### src/rtl/prefix_sum_resolve.sv
// rtl/prefix_sum_resolve.sv - carry resolve, sum and overflow back end of a parallel-prefix adder
// Optional feature macro: PREFIX_SUM_SATURATE_EN (signed saturation of the sum on overflow).
// Two register stages with a valid/ready handshake, one operation per clock.
module prefix_sum_resolve #(
  parameter int N = 8
) (
  input  logic         clk,
  input  logic         reset_n,
  input  logic         in_valid,
  output logic         in_ready,
  input  logic [N-1:0] p_half,
  input  logic [N-1:0] g_grp,
  input  logic [N-1:0] p_grp,
  input  logic         cin,
  output logic         out_valid,
  input  logic         out_ready,
  output logic [N-1:0] sum,
  output logic         cout,
  output logic         ovf
);

  logic [N:0]   carry;
  logic         valid_a;
  logic [N-1:0] p_half_a;
  logic [N:0]   c_a;
  logic         en_a;
  logic         en_b;
  logic         accept;
  logic [N-1:0] sum_wrap;
  logic [N-1:0] sum_next;
  logic         ovf_next;

  // Resolve every carry from the group generate/propagate terms and the carry-in.
  always_comb begin
    carry    = '0;
    carry[0] = cin;
    for (int i = 1; i <= N; i++) begin
      carry[i] = g_grp[i-1] | (p_grp[i-1] & cin);
    end
  end

  // Stage B advances when empty or being drained; stage A when empty or stage B advances.
  assign en_b     = ~out_valid | out_ready;
  assign en_a     = ~valid_a | en_b;
  assign in_ready = en_a & reset_n;
  assign accept   = in_valid & in_ready;

  assign sum_wrap = p_half_a ^ c_a[N-1:0];
  assign ovf_next = c_a[N] ^ c_a[N-1];

`ifdef PREFIX_SUM_SATURATE_EN
  // On overflow clamp to the most negative value when both operands were negative, else the most positive.
  always_comb begin
    sum_next = sum_wrap;
    if (ovf_next) begin
      sum_next = c_a[N] ? {1'b1, {(N-1){1'b0}}} : {1'b0, {(N-1){1'b1}}};
    end
  end
`else
  assign sum_next = sum_wrap;
`endif

  // Stage A: capture half-sum and resolved carries on accept; bubble when allowed to move but nothing arrives.
  always_ff @(posedge clk) begin
    if (!reset_n) begin
      valid_a  <= 1'b0;
      p_half_a <= '0;
      c_a      <= '0;
    end else if (en_a) begin
      valid_a <= accept;
      if (accept) begin
        p_half_a <= p_half;
        c_a      <= carry;
      end
    end
  end

  // Stage B: form sum, carry-out and overflow from stage A; hold everything while stalled.
  always_ff @(posedge clk) begin
    if (!reset_n) begin
      out_valid <= 1'b0;
      sum       <= '0;
      cout      <= 1'b0;
      ovf       <= 1'b0;
    end else if (en_b) begin
      out_valid <= valid_a;
      if (valid_a) begin
        sum  <= sum_next;
        cout <= c_a[N];
        ovf  <= ovf_next;
      end
    end
  end

endmodule

### config.mk
export PLATFORM = sky130hd
export DESIGN_NAME = prefix_sum_resolve
export DESIGN_NICKNAME = d
export VERILOG_FILES = /design/src/rtl/prefix_sum_resolve.sv
export SDC_FILE = /design/constraint.sdc
export NUM_CORES = 1
export LEC_CHECK = 0
export ABC_AREA = 1
export BUFFER_PORTS_ARGS = -buffer_cell sky130_fd_sc_hd__buf_2
export CAP_MARGIN = 20
export CORE_ASPECT_RATIO = 1.1
export CORE_UTILIZATION = 52
export DETAILED_ROUTE_END_ITERATION = 10
export PLACE_DENSITY = 0.83
export SLEW_MARGIN = 0
export SYNTH_ARGS = -nofsm -noshare
export SYNTH_HDL_FRONTEND = slang
export SYNTH_SLANG_ARGS = --single-unit
### constraint.sdc
create_clock -name clk -period 1.4 [get_ports clk]
set_input_delay 0.28 -clock clk [delete_from_list [all_inputs] [get_ports clk]]
set_output_delay 0.28 -clock clk [all_outputs]
set_load 0.01 [all_outputs]
# Yosys cells after proc, flatten, opt, wreduce, memory -nomap -nowiden
# Cells that the tools add are included.
# classes
n_bitwise,24
reduce_logical,2
# ops
cell,n
$and A1 B1 Y1,10
$or A1 B1 Y1,10
$xor A8 B8 Y8,1
$reduce_and A2 Y1,2
$not A1 Y1,2
$xor A1 B1 Y1,1
# word_totals
output_inout_bits,12
wordCells,33
in_bits,29
regBits,29

# Longest topological paths before layout
# Gate-level depths: netlist of the first run.
# logic_depth
word_depth,6
depth_mapped,7
depth_no_buf,6

# Least setup slack after synthesis of the first run
# No wires, ideal clock.
# synth_path
kind,register to register
from,reg out_valid
to,reg c_a[6]
slack_ps,411
period_less_slack_ps,989
stages_incl_launch_ff,7
arrival_ps,877
t_required_ps,1287
setup_time_ps,113
n_path_buf,1
cell_sequence,dfxtp_1 > nand3_2 > nand3_4 > buf_6 > nand2_1 > nand2_1 > nor2_1
# synth_via
elab_chain_len,6
# synth_rtl
item,line,rtl
from (decl),15,"output logic out_valid,"
from (signal assigned),86,out_valid <= valid_a;
$not A1 Y1 (*),43,assign en_b = ~out_valid | out_ready;
$or A1 B1 Y1 (*),43,
$or A1 B1 Y1 (*),44,assign en_a = ~valid_a | en_b;
$and A1 B1 Y1,45,assign in_ready = en_a & reset_n;
$and A1 B1 Y1,46,assign accept = in_valid & in_ready;
$reduce_and A2 Y1 (no source line) (*),n/a,
to (signal assigned),73,c_a <= carry;
to (decl),25,logic [N:0] c_a;
# Every way passes the cells marked *; elsewhere a longest branch is shown, timed or not.
# A chain may end at the register's enable or synchronous reset.

# Worst setup path after layout of the first run
# layout_path
from,reg out_valid
to,out in_ready
# layout_via
elab_chain_len,4
# layout_rtl
item,line,rtl
$not A1 Y1,43,
$or A1 B1 Y1,43,
$or A1 B1 Y1,44,
$and A1 B1 Y1,45,
to (decl),10,"output logic in_ready,"
# Every way passes these cells.

==> flow_summary.json, run 1 <==
{
  "syn_nets": 191,
  "dp_hpwl_mm": 1.76,
  "cts_tree": "built",
  "grtUsageTotal_pct": 22.2,
  "clkSinkCount": 29,
  "diodes": 0,
  "drt_wl_total_mm": 2.50,
  "synth_area_um2": 1230,
  "hold_depth": 3,
  "vias": 1144,
  "p_per_area_nw_per_um2": 1120,
  "clockRootBuffer": "clkbuf_4",
  "reg2reg_slack_ns": 0.34,
  "yosysSeqAreaShare_pct": 47.2,
  "die_y_um": 53.0,
  "fp-row-count": 18,
  "whs_endpoint": "p_half_a[4]$_SDFFE_PN0P_",
  "grt_remaining_overflow": 0,
  "skew_ns": 0.00672,
  "synth_cell_type_count": 16,
  "clk_latency_ns": 0.32,
  "cts.clk_slew.worst_paths_ns": 0.09,
  "h-tree-depth": 2,
  "io_pins": 41,
  "max_freq_mhz": 759,
  "r2r_end": "ovf$_SDFFE_PN0P_",
  "clockBufferDepth": 2,
  "layout_commonest_cell": "nand2_1",
  "synth_area_leaders": "dfxtp_1 47%, nand2_1 14%, nand3_1 7.3%, nor2_1 5.8%, xor2_1 5.7%",
  "die_w_um": 48.4,
  "rsz0062_at_grt": "no",
  "grt_max_degree": 27,
  "antenna_found_initial": 0,
  "p_leak_nw": 0.826,
  "grt_pass1_wl_mm": 4.05,
  "start_util_pct": 55.2,
  "holdBufCountCts": 0,
  "slew_violations": 0,
  "drtAntennaViolNets": 0,
  "viasPerCell": 4.85,
  "wl_per_cell_um": 10.6,
  "final_cell_mix": "46 x nand2_1, 40 x buf_2, 27 x dfxtp_1, 19 x nor2_1, 18 x nand3_1",
  "path_class": "reg2out",
  "worstPathArrival_ns": 1.04,
  "first_iter_violations": 16,
  "hold_viol": 0,
  "start_kind": "flip-flop",
  "die_area_um2": 2560,
  "worstReg2RegStart": "out_valid$_SDFFE_PN0P_",
  "cts_made_buffers": 5,
  "gp_congestion": 0.777,
  "fin_crit_sh_pct": 94.1,
  "nets": 234,
  "finalSetupViolCount": 0,
  "end_kind": "output pin",
  "crit_fanout": 3,
  "synth_top_cell_by_area": "dfxtp_1",
  "yosysTopAreaCellShare_pct": 47.2,
  "drive_gt1_share_pct": 28.2,
  "period_needed_ns": 1.32,
  "placeableCoreArea_um2": 2230,
  "hold_path_startpoint": "p_half[4]",
  "critical_path_required_ns": 1.12,
  "route.detailed.drc": 0,
  "status": "complete, no violations",
  "syn_area_per_cell_um2": 7.59,
  "yosysWarnings": 0,
  "drv_cap": 0,
  "reg2reg_depth": 5,
  "relSlewSlack_pct": 80.9,
  "vdd_drop_max_mv": 1.03,
  "timing_worst_slew_pin_value_ns": 0.287,
  "areaGrowthSynthToFinish_pct": 23.8,
  "dr.pass1.iters": 5,
  "portBuffers": 40,
  "grt_pass1_vias": 944,
  "ys_ff_latch": 29,
  "min_path_type": "in2reg",
  "synth_cells": 162,
  "total_power_w": 0.00170,
  "fin_tns_setup_ns": 0
}
==> where the power goes <==
part / switching, W / internal, W / leakage [nW] / total (W)
registers: 0.0000314 / 0.000873 / 0.239 / 0.000904
logic: 0.000117 / 0.0000978 / 0.546 / 0.000214
clock network: 0.000289 / 0.000291 / 0.0413 / 0.000579
==> cells by family (layout without fill, tap and decap cells) <==
family                    after synthesis  count (layout)  synth area share [%]
AOI/OAI and AO/OA                      21              21                  10.2
xor gates and xnor gates                8               8                  5.70
buffers and inverters                  19              63                  7.53
DFF                                    29              29                  47.2
and+or+nand+nor                        85              85                  29.4
==> timing repair <==
item / in CTS / in global routing
hold endpoints to repair: 0 / 0
buffers inserted: 1 / 0
endpoints found under the setup margin: 1 / 1
gates resized for setup: 1 / 2
==> cell type report <==
cell class / instances / area (µm²)
Timing Repair Buffer: 43 / 223
Sequential cell: 29 / 583
Inverter: 12 / 45.0
Multi-Input combinational cell: 114 / 564
Tap cell: 30 / 37.5
Clock buffer: 7 / 65.1
Fill cell: 200 / 707
Clock inverter: 1 / 5.00
==> metal layers <==
metal | up-vias | GRT usage [%] | routed length (µm)
met1 | 508 | 22.8 | 1120
met5 | - | 0 | 0
li1 | 598 | - | -
met2 | 36 | 38.5 | 1220
met4 | 0 | 13.7 | 17
met3 | 2 | 8.91 | 136
==> critical path, cell delays in order (launching register included) <==
cell and delay (ns):
dfxtp_2 0.37, nand3_4 0.10, nand2_1 0.08, inv_2 0.04, buf_2 0.13
==> state kept, by name, indices dropped and copies added (netlist names) <==
| name | cells |
|---|---|
| valid_a | 1 |
| cout | 1 |
| sum | 8 |
| out_valid | 1 |
| c_a | 9 |
| p_half_a | 8 |
| ovf | 1 |
==> stage by stage <==
| stage | cell area (µm²) | instances | hold WS (ns) | util, % | setup slack [ns] |
|---|---|---|---|---|---|
| floorplan | 1230 | 162 | 0.418 | - | 0.411 |
| global placement | 1440 | 227 | 0.449 | 64.4 | 0.253 |
| detailed placement | 1440 | 227 | 0.459 | 64.4 | 0.228 |
| finish | 1520 | 236 | 0.170 | 68.3 | 0.0823 |
| global route | 1520 | 236 | 0.163 | 68.3 | 0.00231 |
| CTS | 1510 | 236 | 0.167 | 67.9 | 0.0308 |
==> worst max path at each step <==
stage                                 from  cells after the start  slack (ns)                   to
floorplan           out_valid$_SDFFE_PN0P_                      6        0.41  c_a[6]$_SDFFE_PN0P_
global placement                 out_ready                      6        0.25             in_ready
detailed placement               out_ready                      6        0.23             in_ready
CTS                   valid_a$_SDFFE_PN0P_                      4        0.03             in_ready
global route        out_valid$_SDFFE_PN0P_                      4       0.002             in_ready
finish              out_valid$_SDFFE_PN0P_                      4        0.08             in_ready
==> synthesized netlist by cell type <==
library cell	n
nand3_1	18
nand2_1	46
a21o_1	8
o21ai_0	2
nand3_4	1
buf_6	1
xor2_1	8
buf_2	2
buf_1	1
a21oi_1	11
inv_1	9
dfxtp_1	29
nor2_1	19
buf_4	3
nand3_2	1
inv_2	3
Note: power is estimated with default switching activity, not from simulation.
==> run 2: changes to the inputs <==
clock period = 1.7 ns   (was 1.4 ns; I/O delays follow)
==> run 2 against run 1 <==
Net effect: largest cell class unchanged; sequential share of layout area rose by 0.83 points; combinational power fell by 19%; clock skew fell by 0.0024 ns; clock power fell by 33%; register-to-register slack improved by 0.27 ns; sequential power fell by 18%.
==> flow_summary.json, run 2 (synthesis gave the netlist of run 1 again) <==
{
  "fin_crit_sh_pct": 88.3,
  "diodes": 0,
  "cts-resized-gates": 0,
  "crit_fanout": 10,
  "dp_hpwl_mm": 1.76,
  "max_freq_mhz": 666,
  "critical_path.cell_chain": "nand3_2 > nand2_1 > inv_2 > buf_2",
  "period_needed_ns": 1.50,
  "worstPathArrival_ns": 1.16,
  "wl_per_cell_um": 10.3,
  "antenna_found_initial": 0,
  "slew_violations": 0,
  "p_per_area_nw_per_um2": 880,
  "largest_reg_flops": 9,
  "place_inst": 227,
  "vias": 1134,
  "total_power_w": 0.00131,
  "grt_pass1_wl_mm": 4.08,
  "skew_ns": 0.00429,
  "io_pins": 41,
  "route.detailed.drc": 0,
  "critical_path_required_ns": 1.36,
  "drtAntennaViolNets": 0,
  "layout_commonest_cell": "nand2_1",
  "met1_length_mm": 1.07,
  "drt_wl_total_mm": 2.42,
  "cpPeakStageDelay_ns": 0.38,
  "drv_cap": 0,
  "drive_gt1_share_pct": 25.4,
  "cts_setup_buffers": 0,
  "die_w_um": 48.4,
  "clk_latency_ns": 0.32,
  "grt_pass1_vias": 944,
  "first_iter_violations": 22,
  "wl_met3_um": 139,
  "met2_length_mm": 1.16,
  "placeableCoreArea_um2": 2230,
  "viasPerCell": 4.83,
  "nets": 233,
  "grtUsageTotal_pct": 22.2,
  "grt_remaining_overflow": 0,
  "critPathTopFamily": "flip-flops",
  "cts.clk_slew.worst_paths_ns": 0.08,
  "design_area_um2": 1480,
  "dr.pass1.iters": 4,
  "clockRootBuffer": "clkbuf_4",
  "crit_buf_inv": 2,
  "dpl_cell_area_um2": 1440,
  "hold_viol": 0,
  "fin_tns_setup_ns": 0,
  "cts_tree": "built",
  "cp_slowest_cell": "dfxtp_1",
  "start_kind": "flip-flop",
  "fin_util_pct": 66.6,
  "timing_worst_slew_pin_value_ns": 0.292,
  "status": "complete, no violations",
  "finalSetupViolCount": 0,
  "rsz0062_at_grt": "no",
  "clkSinkCount": 29,
  "holdBufCountCts": 0,
  "h-tree-depth": 2,
  "finalNonFillerCells": 235,
  "portBuffers": 40,
  "reg.largest.list": "c_a: 9 flops, p_half_a: 8 flops, sum: 8 flops",
  "gp_congestion": 0.742,
  "clockBufferDepth": 2,
  "start_util_pct": 55.2,
  "relSlewSlack_pct": 80.5,
  "min_path_type": "in2reg",
  "end_kind": "output pin",
  "cts_made_buffers": 5,
  "fp-row-count": 18,
  "areaGrowthSynthToFinish_pct": 20.7,
  "largest_register": "c_a",
  "vdd_drop_max_mv": 0.605,
  "die_area_um2": 2560,
  "die_y_um": 53.0,
  "path_class": "reg2out",
  "final_cell_mix": "46 x nand2_1, 40 x buf_2, 29 x dfxtp_1, 19 x nor2_1, 18 x nand3_1",
  "grt_max_degree": 27,
  "p_leak_nw": 0.805,
  "top_layer": "met4"
}
run 2: changes by cell type in the layout (fill, tap and decap cells not counted):
cell / change
dfxtp_1: +2
nand3_2: +1
clkbuf_8: -2
clkbuf_1: +3
nand3_4: -1
dfxtp_2: -2
buf_4: -1
clkinv_2: -1
run 2: path summary, 6_finish.rpt:
path	start	endpoint	slack [ns]	cells past startpoint
worst min register to register	sum[2]$_SDFFE_PN0P_	sum[2]$_SDFFE_PN0P_	0.46	2
worst min-delay path	p_half[5]	p_half_a[5]$_SDFFE_PN0P_	0.24	3
worst max register to register	out_valid$_SDFFE_PN0P_	sum[4]$_SDFFE_PN0P_	0.61	5
worst max-delay path	out_valid$_SDFFE_PN0P_	in_ready	0.20	4
run 2: layout make-up:
class	instances	area (µm²)
clock buffer	8	48.8
fill	211	746
inverter	12	45.0
multi-input combinational	114	557
sequential	29	581
tap	30	37.5
timing repair buffer	42	215
run 2: worst register-to-register path: cells and delay by family (launching register included):
family | cells | cell delay [ns]
and+or+nand+nor | 3 | 0.32
AOI/OAI and AO/OA | 1 | 0.14
DFF | 1 | 0.38
buffers and inverters | 1 | 0.19
run 2: power breakdown:
group	switching [W]	leakage (nW)	internal [W]
Combinational	0.0000946	0.541	0.0000789
Clock	0.000224	0.0265	0.000164
Sequential	0.0000255	0.238	0.000718
Total	0.000344	0.805	0.000962
run 2: metal layers:
metal  GRT usage, %  vias to the layer above
li1               -                      600
met1           23.9                      495
met2           36.9                       34
met3           9.48                        5
met4           13.2                        0
met5              0                        -
run 2: per-stage QoR:
step | hold slack (ns) | setup slack, ns
6_report | 0.240 | 0.199
3_5_place_dp | 0.454 | 0.413
2_1_floorplan | 0.454 | 0.677
4_1_cts | 0.229 | 0.186
3_3_place_gp | 0.449 | 0.435
5_1_grt | 0.230 | 0.0789
==> run 3: changes to the inputs <==
clock period = 1.9 ns   (was 1.7 ns; I/O delays follow)
==> run 3 against run 2 <==
Net effect: flip-flop and latch count unchanged; global-route usage down 0.81 points; utilization down 0.056 points; clock-buffer cell count down 1; largest power group unchanged; largest cell class unchanged; cell count down 0.85%; die area unchanged; hold slack better by 0.034 ns; power down 8.9%; critical path depth unchanged; first-iteration DRC count down 18%; sequential power down 11%.
==> flow_summary.json, run 3 (synthesis gave the netlist of run 1 again) <==
{
  "status": "complete, no violations",
  "clockBufferDepth": 2,
  "hold_viol": 0,
  "timing_worst_slew_pin_value_ns": 0.389,
  "die_y_um": 53.0,
  "p_switching_w": 0.000303,
  "seqPwrFrac_pct": 55.9,
  "cts.clk_slew.worst_paths_ns": 0.08,
  "start_kind": "flip-flop",
  "first_iter_violations": 18,
  "period_needed_ns": 1.53,
  "start_util_pct": 55.2,
  "place_inst": 226,
  "intPower_w": 0.000886,
  "die_area_um2": 2560,
  "max_freq_mhz": 654,
  "swShare_pct": 25.5,
  "io_pins": 41,
  "placeableCoreArea_um2": 2230,
  "crit_fanout": 10,
  "largest_register": "c_a",
  "holdBufCountCts": 0,
  "drive_gt1_share_pct": 25.6,
  "cts_made_buffers": 5,
  "clockRootBuffer": "clkbuf_4",
  "h-tree-depth": 2,
  "die_w_um": 48.4,
  "portBuffers": 40,
  "worstPathArrival_ns": 1.15,
  "fp-row-count": 18,
  "vdd_drop_max_mv": 0.593,
  "gp_congestion": 0.766,
  "finalSetupViolCount": 0,
  "fin_crit_sh_pct": 80.4,
  "drtAntennaViolNets": 0,
  "slew_violations": 0,
  "hold_ws_ns": 0.274,
  "route.detailed.drc": 0,
  "viasPerCell": 4.81,
  "layout_commonest_cell": "nand2_1",
  "grt_pass1_vias": 916,
  "areaGrowthSynthToFinish_pct": 20.5,
  "final_cell_mix": "46 x nand2_1, 40 x buf_2, 29 x dfxtp_1, 19 x nor2_1, 18 x nand3_1",
  "p_comb_share_pct": 13.0,
  "min_path_type": "in2reg",
  "grt_pass1_wl_mm": 3.95,
  "cts_setup_buffers": 0,
  "reg.largest.list": "c_a: 9 flops, p_half_a: 8 flops, sum: 8 flops",
  "grt_max_degree": 27,
  "drt_wl_total_mm": 2.42,
  "final.fill_count": 210,
  "relSlewSlack_pct": 74.0,
  "clk_latency_ns": 0.32,
  "fin_tns_setup_ns": 0,
  "path_class": "reg2out",
  "p_leak_nw": 0.806,
  "grt_remaining_overflow": 0,
  "dp_hpwl_mm": 1.75,
  "cts-resized-gates": 0,
  "grtUsageTotal_pct": 21.4,
  "wl_per_cell_um": 10.4,
  "clkSinkCount": 29,
  "cts_tree": "built",
  "p_clk_share_pct": 31.1,
  "diodes": 0,
  "nets": 232,
  "largest_reg_flops": 9,
  "skew_ns": 0.00359,
  "critical_path_required_ns": 1.52,
  "vias": 1121,
  "antenna_found_initial": 0,
  "dr.pass1.iters": 4,
  "rsz0062_at_grt": "no",
  "p_per_area_nw_per_um2": 802,
  "drv_cap": 0,
  "finalNonFillerCells": 233,
  "end_kind": "output pin"
}
[run 3: through the flow]
stage / cell area (µm²) / setup WS (ns) / utilization (%) / total power (W)
3_5_place_dp: 1430 / 0.464 / 64.0 / 0.000834
4_1_cts: 1480 / 0.369 / 66.5 / 0.00120
2_1_floorplan: 1230 / 0.820 / - / 0.000780
6_report: 1480 / 0.372 / 66.5 / 0.00119
5_1_grt: 1480 / 0.291 / 66.5 / 0.00125
3_3_place_gp: 1430 / 0.543 / 64.0 / 0.000828
[run 3: worst paths after layout]
| path | depth (start not counted) | slack, ns | startpoint | endpoint |
|---|---|---|---|---|
| max | 4 | 0.37 | out_valid$_SDFFE_PN0P_ | in_ready |
| min | 3 | 0.27 | p_half[5] | p_half_a[5]$_SDFFE_PN0P_ |
| max reg2reg | 5 | 0.65 | out_valid$_SDFFE_PN0P_ | ovf$_SDFFE_PN0P_ |
| min reg2reg | 2 | 0.47 | sum[7]$_SDFFE_PN0P_ | sum[7]$_SDFFE_PN0P_ |
[run 3: layout make-up]
type | instances | area (µm²) | area share (%)
clock buffers | 7 | 55.1 | 3.71
inverters | 12 | 45.0 | 3.04
multi-input cells | 114 | 557 | 37.6
flip-flops and latches | 29 | 581 | 39.2
well taps | 30 | 37.5 | 2.53
repair buffers | 41 | 208 | 14.0
[run 3: power groups by stage]
stage | registers, W | clock network (W) | logic (W)
5_1_grt | 0.000670 | 0.000408 | 0.000176
6_report | 0.000665 | 0.000369 | 0.000155
3_5_place_dp | 0.000679 | 0 | 0.000154
2_1_floorplan | 0.000679 | 0 | 0.000101
3_3_place_gp | 0.000678 | 0 | 0.000151
4_1_cts | 0.000665 | 0.000376 | 0.000156
[run 3: worst max-delay path, cell delays in order (launching register included)]
cell and delay (ns):
dfxtp_1 0.37, nand3_2 0.13, nand2_1 0.09, inv_2 0.08, buf_2 0.15
[run 3: metal layers]
metal | global-route usage (%) | part of all wire [%] | wire length, µm
met5 | 0 | 0 | 0
met4 | 11.8 | 1.8 | 44
met3 | 8.62 | 5.4 | 130
met2 | 34.3 | 47 | 1150
met1 | 24.6 | 45 | 1100
